File: src/rtl/spram_fifo_banked_if.sv
// Write/read valid-ready handshake bundle for spram_fifo_banked.
// master = producer/consumer side, slave = the FIFO.
interface spram_fifo_banked_if #(
    parameter int DATA_WIDTH = 8
);
    logic                  wr_valid;
    logic [DATA_WIDTH-1:0] wr_data;
    logic                  wr_ready;
    logic                  rd_valid;
    logic [DATA_WIDTH-1:0] rd_data;
    logic                  rd_ready;

    modport master (output wr_valid, wr_data, rd_ready,
                    input  wr_ready, rd_valid, rd_data);
    modport slave  (input  wr_valid, wr_data, rd_ready,
                    output wr_ready, rd_valid, rd_data);
endinterface

File: src/rtl/spram_fifo_banked.sv
// FWFT FIFO over NUM_BANKS interleaved single-port RAM banks with a 2-entry prefetch buffer.
// Optional peak occupancy tracking under `define SPRAM_FIFO_PEAK_EN.
module spram_fifo_bank #(
    parameter int DATA_WIDTH = 8,
    parameter int ROWS       = 8,
    parameter int RW         = $clog2(ROWS)
) (
    input  logic                  clk,
    input  logic                  en,
    input  logic                  we,
    input  logic [RW-1:0]         addr,
    input  logic [DATA_WIDTH-1:0] wdata,
    output logic [DATA_WIDTH-1:0] rdata
);
    logic [DATA_WIDTH-1:0] mem [ROWS];

    always_ff @(posedge clk) begin
        if (en) begin
            if (we) mem[addr] <= wdata;
            else    rdata     <= mem[addr];
        end
    end
endmodule

module spram_fifo_banked #(
    parameter int DATA_WIDTH    = 8,
    parameter int FIFO_DEPTH    = 32,
    parameter int NUM_BANKS     = 4,
    parameter int AFULL_THRESH  = FIFO_DEPTH - 4,
    parameter int AEMPTY_THRESH = 4,
    parameter int CNT_WIDTH     = $clog2(FIFO_DEPTH + 3)
) (
    input  logic                 clk,
    input  logic                 rst,
    spram_fifo_banked_if.slave   bus,
    output logic [CNT_WIDTH-1:0] count,
    output logic                 almost_full,
    output logic                 almost_empty
`ifdef SPRAM_FIFO_PEAK_EN
    ,
    input  logic                 peak_clr,
    output logic [CNT_WIDTH-1:0] peak_count
`endif
);
    localparam int AW   = $clog2(FIFO_DEPTH);
    localparam int PW   = AW + 1;
    localparam int BW   = $clog2(NUM_BANKS);
    localparam int RW   = AW - BW;
    localparam int ROWS = FIFO_DEPTH / NUM_BANKS;

    logic [PW-1:0] wptr, rptr, ram_cnt;
    logic [BW-1:0] wb, rb, rd_bank_q;
    logic [RW-1:0] wrow, rrow;
    logic          rd_issue, rd_inflight, wr_hs, rd_hs;
    logic [1:0]    pfb_cnt;
    logic [DATA_WIDTH-1:0] pfb0, pfb1, ret_data;
    logic [NUM_BANKS-1:0][DATA_WIDTH-1:0] bank_rdata;
    logic [CNT_WIDTH-1:0] count_nxt;

    assign wb      = wptr[BW-1:0];
    assign rb      = rptr[BW-1:0];
    assign wrow    = wptr[AW-1:BW];
    assign rrow    = rptr[AW-1:BW];
    assign ram_cnt = wptr - rptr;

    // Issue decision looks only at registered state, keeping rd_ready off the wr_ready path.
    assign rd_issue = (ram_cnt != '0) && ((pfb_cnt + {1'b0, rd_inflight}) < 2'd2);

    assign bus.wr_ready = !rst && (ram_cnt < PW'(FIFO_DEPTH)) && !(rd_issue && (rb == wb));
    assign wr_hs        = bus.wr_valid && bus.wr_ready;
    assign rd_hs        = bus.rd_valid && bus.rd_ready;
    assign bus.rd_valid = (pfb_cnt != 2'd0);
    assign bus.rd_data  = pfb0;

    for (genvar b = 0; b < NUM_BANKS; b++) begin : g_bank
        logic we, re;
        assign we = wr_hs    && (wb == BW'(b));
        assign re = rd_issue && (rb == BW'(b));

        spram_fifo_bank #(.DATA_WIDTH(DATA_WIDTH), .ROWS(ROWS), .RW(RW)) u_bank (
            .clk   (clk),
            .en    (we || re),
            .we    (we),
            .addr  (we ? wrow : rrow),
            .wdata (bus.wr_data),
            .rdata (bank_rdata[b])
        );

        a_single_port: assert property (@(posedge clk) disable iff (rst) !(we && re));
    end

    assign ret_data = bank_rdata[rd_bank_q];

    always_ff @(posedge clk or posedge rst) begin
        if (rst) begin
            wptr        <= '0;
            rptr        <= '0;
            rd_inflight <= 1'b0;
            rd_bank_q   <= '0;
        end else begin
            if (wr_hs)    wptr <= wptr + PW'(1);
            if (rd_issue) rptr <= rptr + PW'(1);
            rd_inflight <= rd_issue;
            rd_bank_q   <= rb;
        end
    end

    // Prefetch buffer: pfb0 is the head; a returning word and a pop may coincide.
    always_ff @(posedge clk or posedge rst) begin
        if (rst) begin
            pfb0    <= '0;
            pfb1    <= '0;
            pfb_cnt <= 2'd0;
        end else begin
            case ({rd_inflight, rd_hs})
                2'b01: begin
                    pfb0    <= pfb1;
                    pfb_cnt <= pfb_cnt - 2'd1;
                end
                2'b10: begin
                    if (pfb_cnt == 2'd0) pfb0 <= ret_data;
                    else                 pfb1 <= ret_data;
                    pfb_cnt <= pfb_cnt + 2'd1;
                end
                2'b11: begin
                    if (pfb_cnt == 2'd1) begin
                        pfb0 <= ret_data;
                    end else begin
                        pfb0 <= pfb1;
                        pfb1 <= ret_data;
                    end
                end
                default: ;
            endcase
        end
    end

    always_comb begin
        count_nxt = count;
        if (wr_hs && !rd_hs)      count_nxt = count + CNT_WIDTH'(1);
        else if (!wr_hs && rd_hs) count_nxt = count - CNT_WIDTH'(1);
    end

    always_ff @(posedge clk or posedge rst) begin
        if (rst) begin
            count        <= '0;
            almost_full  <= 1'b0;
            almost_empty <= 1'b1;
        end else begin
            count        <= count_nxt;
            almost_full  <= (count_nxt >= CNT_WIDTH'(AFULL_THRESH));
            almost_empty <= (count_nxt <= CNT_WIDTH'(AEMPTY_THRESH));
        end
    end

`ifdef SPRAM_FIFO_PEAK_EN
    always_ff @(posedge clk or posedge rst) begin
        if (rst)                     peak_count <= '0;
        else if (peak_clr)           peak_count <= count;
        else if (count > peak_count) peak_count <= count;
    end
`endif
endmodule

File: src/flat_wrapper.sv
// flat-port wrapper written by rule: the top's interface ports become plain ports
module spram_fifo_banked_flat 
#(
    parameter int DATA_WIDTH    = 8,
    parameter int FIFO_DEPTH    = 32,
    parameter int NUM_BANKS     = 4,
    parameter int AFULL_THRESH  = FIFO_DEPTH - 4,
    parameter int AEMPTY_THRESH = 4,
    parameter int CNT_WIDTH     = $clog2(FIFO_DEPTH + 3)
)
  (clk, rst, count, almost_full, almost_empty, bus_wr_valid, bus_wr_data, bus_rd_ready, bus_wr_ready, bus_rd_valid, bus_rd_data);
  spram_fifo_banked_if #(.DATA_WIDTH(DATA_WIDTH)) bus_i ();
  input  logic clk;
  input  logic rst;
  output logic [CNT_WIDTH-1:0] count;
  output logic almost_full;
  output logic almost_empty;
  input wire logic [$bits(bus_i.wr_valid)-1:0] bus_wr_valid;
  input wire logic [$bits(bus_i.wr_data)-1:0] bus_wr_data;
  input wire logic [$bits(bus_i.rd_ready)-1:0] bus_rd_ready;
  output wire logic [$bits(bus_i.wr_ready)-1:0] bus_wr_ready;
  output wire logic [$bits(bus_i.rd_valid)-1:0] bus_rd_valid;
  output wire logic [$bits(bus_i.rd_data)-1:0] bus_rd_data;
  assign bus_i.wr_valid = bus_wr_valid;
  assign bus_i.wr_data = bus_wr_data;
  assign bus_i.rd_ready = bus_rd_ready;
  assign bus_wr_ready = bus_i.wr_ready;
  assign bus_rd_valid = bus_i.rd_valid;
  assign bus_rd_data = bus_i.rd_data;
  spram_fifo_banked #(.DATA_WIDTH(DATA_WIDTH), .FIFO_DEPTH(FIFO_DEPTH), .NUM_BANKS(NUM_BANKS), .AFULL_THRESH(AFULL_THRESH), .AEMPTY_THRESH(AEMPTY_THRESH), .CNT_WIDTH(CNT_WIDTH)) u_core (.clk(clk), .rst(rst), .bus(bus_i), .count(count), .almost_full(almost_full), .almost_empty(almost_empty));
endmodule
File: config.mk
export PLATFORM = sky130hd
export DESIGN_NAME = spram_fifo_banked_flat
export DESIGN_NICKNAME = d
export VERILOG_FILES = /design/src/rtl/spram_fifo_banked_if.sv /design/src/rtl/spram_fifo_banked.sv /design/src/flat_wrapper.sv
export SDC_FILE = /design/constraint.sdc
export NUM_CORES = 1
export LEC_CHECK = 0
export ABC_AREA = 1
export BUFFER_PORTS_ARGS = -buffer_cell sky130_fd_sc_hd__clkbuf_2
export CAP_MARGIN = 10
export CORE_UTILIZATION = 47
export DETAILED_ROUTE_END_ITERATION = 10
export GPL_ROUTABILITY_DRIVEN = 0
export HOLD_SLACK_MARGIN = 0.06
export PLACE_DENSITY_LB_ADDON = 0.25
export SLEW_MARGIN = 20
export SYNTH_ARGS = -nofsm -noshare
export SYNTH_HDL_FRONTEND = slang
export SYNTH_SLANG_ARGS = --single-unit
File: constraint.sdc
create_clock -name clk -period 8.2 [get_ports clk]
set_input_delay 1.64 -clock clk [delete_from_list [all_inputs] [get_ports clk]]
set_output_delay 1.64 -clock clk [all_outputs]
set_load 0.005 [all_outputs]
==> impl_metrics.env, run 1 <==
export IMPL_path_max_fanout=32
export IMPL_ctsResizeCount=0
export IMPL_max_slew_margin=0.288
export IMPL_syn_num_nets=1528
export IMPL_ys_ff_latch=329
export IMPL_synth_flop_cell="edfxtp_1"
export IMPL_cp_cell_sequence="inv_1 -> ha_1 -> nand2_1 -> clkinv_1 -> nand3_4 -> nand2_2 -> nand2_2 -> nand2_1 -> nand2_1 -> nand3_4 -> nand3_4 -> nor2_4 -> nand2_1 -> nand2_1 -> nand2_1 -> nand2_1 -> nand2_1 -> nand2_1 -> inv_1 -> nand2_1"
export IMPL_wl_per_cell_um=17.2
export IMPL_placed_area_um2=15800
export IMPL_die_width_um=183
export IMPL_synth_cell_types=40
export IMPL_p_leak_nw=7.21
export IMPL_design_area_um2=17000
export IMPL_critPathMostFrequentCell="nand2_1"
export IMPL_area_delta_synth_final_pct=10.3
export IMPL_slowest_stage="nand2_1"
export IMPL_cts_path_max_buffers=3
export IMPL_yosys_warnings=0
export IMPL_ys_async_sr_fraction=0.125
export IMPL_start_util=0.483
export IMPL_irDropWorstVdd_uv=173
export IMPL_antenna_found_initial=0
export IMPL_power_density_nw_per_um2=360
export IMPL_grt_max_degree=40
export IMPL_drive_above_1_share=0.0833
export IMPL_antenna_left=0
export IMPL_first_pass_iters=5
export IMPL_synth_edff_count=288
export IMPL_htreeDepth=2
export IMPL_avgSynthCellArea_um2=10.3
export IMPL_critPathMaxStageDelay_ps=920
export IMPL_crit_arrival_ps=5140
export IMPL_cap_viol_max_count=0
export IMPL_port_buffers=29
export IMPL_die_h_um=183
export IMPL_finalHoldViolCount=0
export IMPL_ctsRootBufferMaster="clkbuf_16"
export IMPL_status="finished, final reports clean"
export IMPL_holdCritPathClass="reg2reg"
export IMPL_clock_sinks=329
export IMPL_period_minus_slack_ps=4860
export IMPL_fmaxAchievable_mhz=206
export IMPL_synth_cells=1496
export IMPL_postCtsSetupBuffers=0
export IMPL_clk_latency_ps=540
export IMPL_fp_coreArea_um2=32000
export IMPL_num_io_pins=30
export IMPL_fillers=2831
export IMPL_num_vias=9986
export IMPL_gr_usage_all_layers=0.209
export IMPL_die_area_um2=33600
export IMPL_yosysSeqAreaShare=0.627
export IMPL_required_ps=8470
export IMPL_cts_hold_buf=0
export IMPL_drc=0
export IMPL_rsz0062_at_grt="no"
export IMPL_fin_skew_ps=30.4
export IMPL_wl_mm=34.0
export IMPL_via_per_inst=5.04
export IMPL_synth_area_um2=15400
export IMPL_setup_violations=0
export IMPL_timing_critical_path_buf_inv=3
export IMPL_setup_worst_path_start_class="register"
export IMPL_finalNetCount=1553
export IMPL_critPathKind="reg2reg"
export IMPL_cp_top_family="simple AND/OR/NAND/NOR gates"
export IMPL_grt_first_pass_wirelength_mm=53.9
export IMPL_grt_pass1_vias=9700
export IMPL_drt_iter0_drc=754
export IMPL_overflow=0
export IMPL_row_count=65
export IMPL_clk_pin_slew_ps=60
export IMPL_place_hpwl_mm=21.3
export IMPL_cts_buffers=37
export IMPL_finalSetupTns_ps=0
export IMPL_fin_crit_sh=0.593
export IMPL_cp_end_kind="register"
export IMPL_n_antenna_cell=0
export IMPL_slew_violations=0
export IMPL_worstMarginPinSlew_ps=1070
export IMPL_tritoncts="done"
[metrics by stage]
stage          cells  setup WS [ps]  hold slack [ps]  power (mW)  utilization
3_3_place_gp    1917           3310              418        4.50        0.495
5_1_grt         1983           2920              453        6.52        0.532
4_1_cts         1983           3390              432        6.14        0.532
2_1_floorplan   1496           4470              401        3.93            -
3_5_place_dp    1917           3250              420        4.53        0.495
6_report        1983           3340              431        6.12        0.532
[per-layer routing]
layer	global-route usage	vias to the layer above	wire length [um]
met5	0	-	0
met4	0.0727	0	1080
met3	0.0280	76	1520
met2	0.328	260	15500
met1	0.300	4723	15900
li1	-	4927	-
[final timing paths]
path,cells after the start,slack (ps),from,endpoint
max in group asynchronous,3,6460,rst,u_core.count[5]$_DFF_PP0_
min reg2reg,0,430,u_core.rptr[1]$_DFFE_PP0P_,u_core.rd_bank_q[1]$_DFF_PP0_
max reg2reg,20,3340,u_core.rptr[3]$_DFFE_PP0P_,u_core.g_bank[0].u_bank.rdata[6]$_DFFE_PP_
max,20,3340,u_core.rptr[3]$_DFFE_PP0P_,u_core.g_bank[0].u_bank.rdata[6]$_DFFE_PP_
min,0,430,u_core.rptr[1]$_DFFE_PP0P_,u_core.rd_bank_q[1]$_DFF_PP0_
min in group asynchronous,2,1030,rst,u_core.wptr[4]$_DFFE_PP0N_
[cell usage after synthesis, types with 4 or more instances]
| library cell | instances | area share |
|---|---|---|
| xnor2_1 | 6 | 0.0034 |
| buf_4 | 9 | 0.0044 |
| nor2_1 | 46 | 0.011 |
| dfrtp_1 | 40 | 0.065 |
| o21ai_0 | 32 | 0.010 |
| clkbuf_1 | 12 | 0.0029 |
| nor2_2 | 19 | 0.0077 |
| nand2_2 | 9 | 0.0036 |
| edfxtp_1 | 288 | 0.56 |
| buf_6 | 13 | 0.0095 |
| o22a_1 | 8 | 0.0045 |
| buf_2 | 4 | 0.0013 |
| inv_1 | 285 | 0.069 |
| ha_1 | 19 | 0.015 |
| nand2_1 | 379 | 0.092 |
| a32o_1 | 8 | 0.0052 |
| xor2_1 | 16 | 0.0091 |
| clkinv_1 | 4 | 0.00097 |
| nand3b_1 | 88 | 0.043 |
| a21oi_1 | 23 | 0.0075 |
| buf_1 | 8 | 0.0019 |
| nand3_1 | 148 | 0.048 |
| nor2_4 | 4 | 0.0029 |
[cell families (layout without fill, tap and decap cells)]
logic type                 after synthesis  in the layout  share of synthesized area
buffers and inverters                  336            388                     0.0906
adders and majority gates               20             20                     0.0167
DFF                                    329            329                      0.627
xor gates and xnor gates                22             22                     0.0125
and+or+nand+nor                        711            711                      0.222
AOI/OAI and AO/OA                       78             78                     0.0313
[state kept, by name, indices dropped and copies added, names as in the netlist]
| name | cells |
|---|---|
| u_core.rd_bank_q | 2 |
| u_core.pfb1 | 8 |
| u_core.rptr | 6 |
| u_core.almost_empty | 1 |
| u_core.rd_inflight | 1 |
| u_core.g_bank.u_bank.rdata | 32 |
| u_core.pfb_cnt | 2 |
| u_core.wptr | 6 |
| u_core.g_bank.u_bank.mem | 256 |
| u_core.bus.rd_data | 8 |
| u_core.count | 6 |
| u_core.almost_full | 1 |
[cells in the final DEF, fill, tap and decap left out, types with 4 or more instances in the layout]
cell type  synthesis  routed
nand2_1          379     378
edfxtp_1         288     288
inv_1            285     285
nand3_1          148     148
nand3b_1          88      88
nor2_1            46      46
dfrtp_1           40      40
clkbuf_16          0      37
o21ai_0           32      32
clkbuf_2           0      29
a21oi_1           23      23
nor2_2            19      19
ha_1              19      19
xor2_1            16      16
clkinv_1           4      13
nand2_2            9      10
clkbuf_1          12       9
a32o_1             8       8
o22a_1             8       8
xnor2_1            6       6
nor2_4             4       4
bufinv_16          0       4
clkinv_2           0       4
[cell type report]
cell class / count / area [um^2] / area share
clock buffer: 46 / 960 / 0.0564
timing repair buffer: 32 / 168 / 0.00985
multi-input combinational: 831 / 4370 / 0.257
inverter: 290 / 1090 / 0.0640
clock inverter: 20 / 215 / 0.0126
sequential: 329 / 9680 / 0.569
tap: 435 / 544 / 0.0320
[where the power goes]
part / internal (mW) / leakage, nW / switching, mW / total, mW
logic: 0.687 / 3.56 / 1.54 / 2.23
clock network: 0.959 / 0.571 / 0.645 / 1.60
registers: 2.11 / 3.08 / 0.176 / 2.29
total: 3.76 / 7.21 / 2.36 / 6.12
(Power assumes the default switching activity.)
==> run 2, diff against run 1 <==
==> constraint.sdc (replaced) <==
create_clock -name clk -period 4 [get_ports clk]
set_input_delay 0.8 -clock clk [delete_from_list [all_inputs] [get_ports clk]]
set_output_delay 0.8 -clock clk [all_outputs]
set_load 0.005 [all_outputs]
==> run 2 against run 1 <==
  * Power is 110% higher
  * Die area unchanged
  * Clock power is 110% higher
  * Worst setup slack got worse by 3100 ps
  * Non-clock buffer count rose by 47
  * Cell count rose by 2.5%
  * Sequential power is 100% higher
  * Via count up 1.4%
  * Routed wire length up 0.71%
  * Largest cell class unchanged
==> impl_metrics.env, run 2 (synthesized netlist as in run 1, its figures left out) <==
export IMPL_status="finished, final reports clean"
export IMPL_required_ps=3200
export IMPL_r2r_start="u_core.rptr[4]$_DFFE_PP0P_"
export IMPL_antenna_found_initial=0
export IMPL_cts_hold_buf=0
export IMPL_slew_violations=0
export IMPL_row_count=65
export IMPL_cts_path_max_buffers=3
export IMPL_die_width_um=183
export IMPL_overflow=0
export IMPL_grt_max_degree=41
export IMPL_power_density_nw_per_um2=731
export IMPL_crit_arrival_ps=2930
export IMPL_cap_viol_max_count=0
export IMPL_cp_end_kind="output port"
export IMPL_htreeDepth=2
export IMPL_cp_endpoint="bus_wr_ready"
export IMPL_start_util=0.483
export IMPL_cts_buffers=37
export IMPL_critPathKind="reg2out"
export IMPL_num_vias=10100
export IMPL_wl_per_cell_um=16.9
export IMPL_regMostFlops="u_core.g_bank.u_bank.mem"
export IMPL_finalNetCount=1600
export IMPL_fmaxAchievable_mhz=268
export IMPL_drt_iter0_drc=894
export IMPL_place_hpwl_mm=22.0
export IMPL_worstRegToRegCells=18
export IMPL_holdCritPathClass="in2async"
export IMPL_drc=0
export IMPL_irDropWorstVdd_uv=337
export IMPL_rsz0062_at_grt="no"
export IMPL_die_h_um=183
export IMPL_setup_worst_path_start_class="register"
export IMPL_finalSetupTns_ps=0
export IMPL_clock_sinks=329
export IMPL_setup_violations=0
export IMPL_port_buffers=29
export IMPL_grt_pass1_vias=9952
export IMPL_tritoncts="done"
export IMPL_worstReg2RegEnd="u_core.g_bank[2].u_bank.mem[5][0]$_DFFE_PP_"
export IMPL_design_area_um2=17400
export IMPL_gr_usage_all_layers=0.211
export IMPL_crit_start="u_core.rptr[4]$_DFFE_PP0P_"
export IMPL_fin_crit_sh=0.932
export IMPL_die_area_um2=33600
export IMPL_fp_coreArea_um2=32000
export IMPL_path_max_fanout=7
export IMPL_first_pass_iters=5
export IMPL_p_leak_nw=7.48
export IMPL_wl_mm=34.3
export IMPL_period_minus_slack_ps=3730
export IMPL_r2r_slack_ps=290
export IMPL_max_slew_margin=0.342
export IMPL_postCtsSetupBuffers=0
export IMPL_largestRegisters="u_core.g_bank.u_bank.mem x256, u_core.g_bank.u_bank.rdata x32"
export IMPL_final_common_cell="nand2_1"
export IMPL_antenna_left=0
export IMPL_fin_skew_ps=24.2
export IMPL_largest_reg_flops=256
export IMPL_drive_above_1_share=0.113
export IMPL_worstMarginPinSlew_ps=987
export IMPL_final_cell_mix="nand2_1 (379), edfxtp_1 (288), inv_1 (285), nand3_1 (148), nand3b_1 (88)"
export IMPL_fillers=2800
export IMPL_clk_latency_ps=520
export IMPL_via_per_inst=4.98
export IMPL_clk_pin_slew_ps=60
export IMPL_placed_area_um2=16200
export IMPL_ctsResizeCount=0
export IMPL_area_delta_synth_final_pct=12.8
export IMPL_num_io_pins=30
export IMPL_grt_first_pass_wirelength_mm=54.6
export IMPL_ctsRootBufferMaster="clkbuf_16"
export IMPL_finalHoldViolCount=0
[run 2: cell count changes in the layout (fill, tap and decap cells not counted), sizes merged]
| cell | before | now |
|---|---|---|
| clkbuf | 75 | 78 |
| buf | 3 | 50 |
| diode | 0 | 1 |
| inv | 287 | 286 |
| clkinv | 19 | 18 |
[run 2: worst min-delay path by stage]
stage	startpoint	end	cells past startpoint
5_1_grt	rst	u_core.wptr[2]$_DFFE_PP0N_	2
3_3_place_gp	u_core.rptr[1]$_DFFE_PP0P_	u_core.rd_bank_q[1]$_DFF_PP0_	0
3_5_place_dp	u_core.rptr[1]$_DFFE_PP0P_	u_core.rd_bank_q[1]$_DFF_PP0_	0
2_1_floorplan	u_core.rptr[1]$_DFFE_PP0P_	u_core.rd_bank_q[1]$_DFF_PP0_	0
6_report	rst	u_core.wptr[2]$_DFFE_PP0N_	2
4_1_cts	rst	u_core.wptr[2]$_DFFE_PP0N_	2
[run 2: report_power, final]
part | internal (mW) | switching (mW)
Clock | 2.04 | 1.32
Combinational | 1.51 | 3.18
Sequential | 4.33 | 0.347
[run 2: critical path, cell delays in order, from the launching register on]
cell and delay (ps):
dfrtp_1 570, inv_1 240, ha_1 410, nand2_1 90, clkinv_1 90, nand3_4 110
nand3b_4 90, a21oi_4 380, nand2_1 190, inv_1 130, clkbuf_2 120
[run 2: stage by stage]
step / util / std cells / setup WS, ps / power [mW] / hold WS (ps)
after detailed placement: 0.506 / 1964 / 283 / 9.38 / 427
after global routing: 0.544 / 2031 / 19.4 / 13.6 / 135
after CTS: 0.544 / 2031 / 263 / 12.8 / 133
after global placement: 0.506 / 1964 / 395 / 9.32 / 433
final: 0.544 / 2032 / 274 / 12.7 / 147
after floorplan: - / 1496 / 514 / 8.05 / 401
[run 2: final cells by class]
| class | count | area (um^2) | area share |
|---|---|---|---|
| inverters | 290 | 1090 | 0.0626 |
| clock inverters | 18 | 196 | 0.0113 |
| flip-flops and latches | 329 | 9680 | 0.556 |
| clock buffers | 49 | 1010 | 0.0582 |
| multi-input cells | 831 | 4360 | 0.251 |
| diodes | 1 | 2.50 | 0.000144 |
| well taps | 435 | 544 | 0.0313 |
| repair buffers | 79 | 520 | 0.0299 |
[run 2: routing by layer]
| layer | track usage | part of all wire |
|---|---|---|
| met5 | 0 | 0 |
| met4 | 0.0553 | 0.019 |
| met3 | 0.0334 | 0.049 |
| met2 | 0.337 | 0.46 |
| met1 | 0.301 | 0.47 |
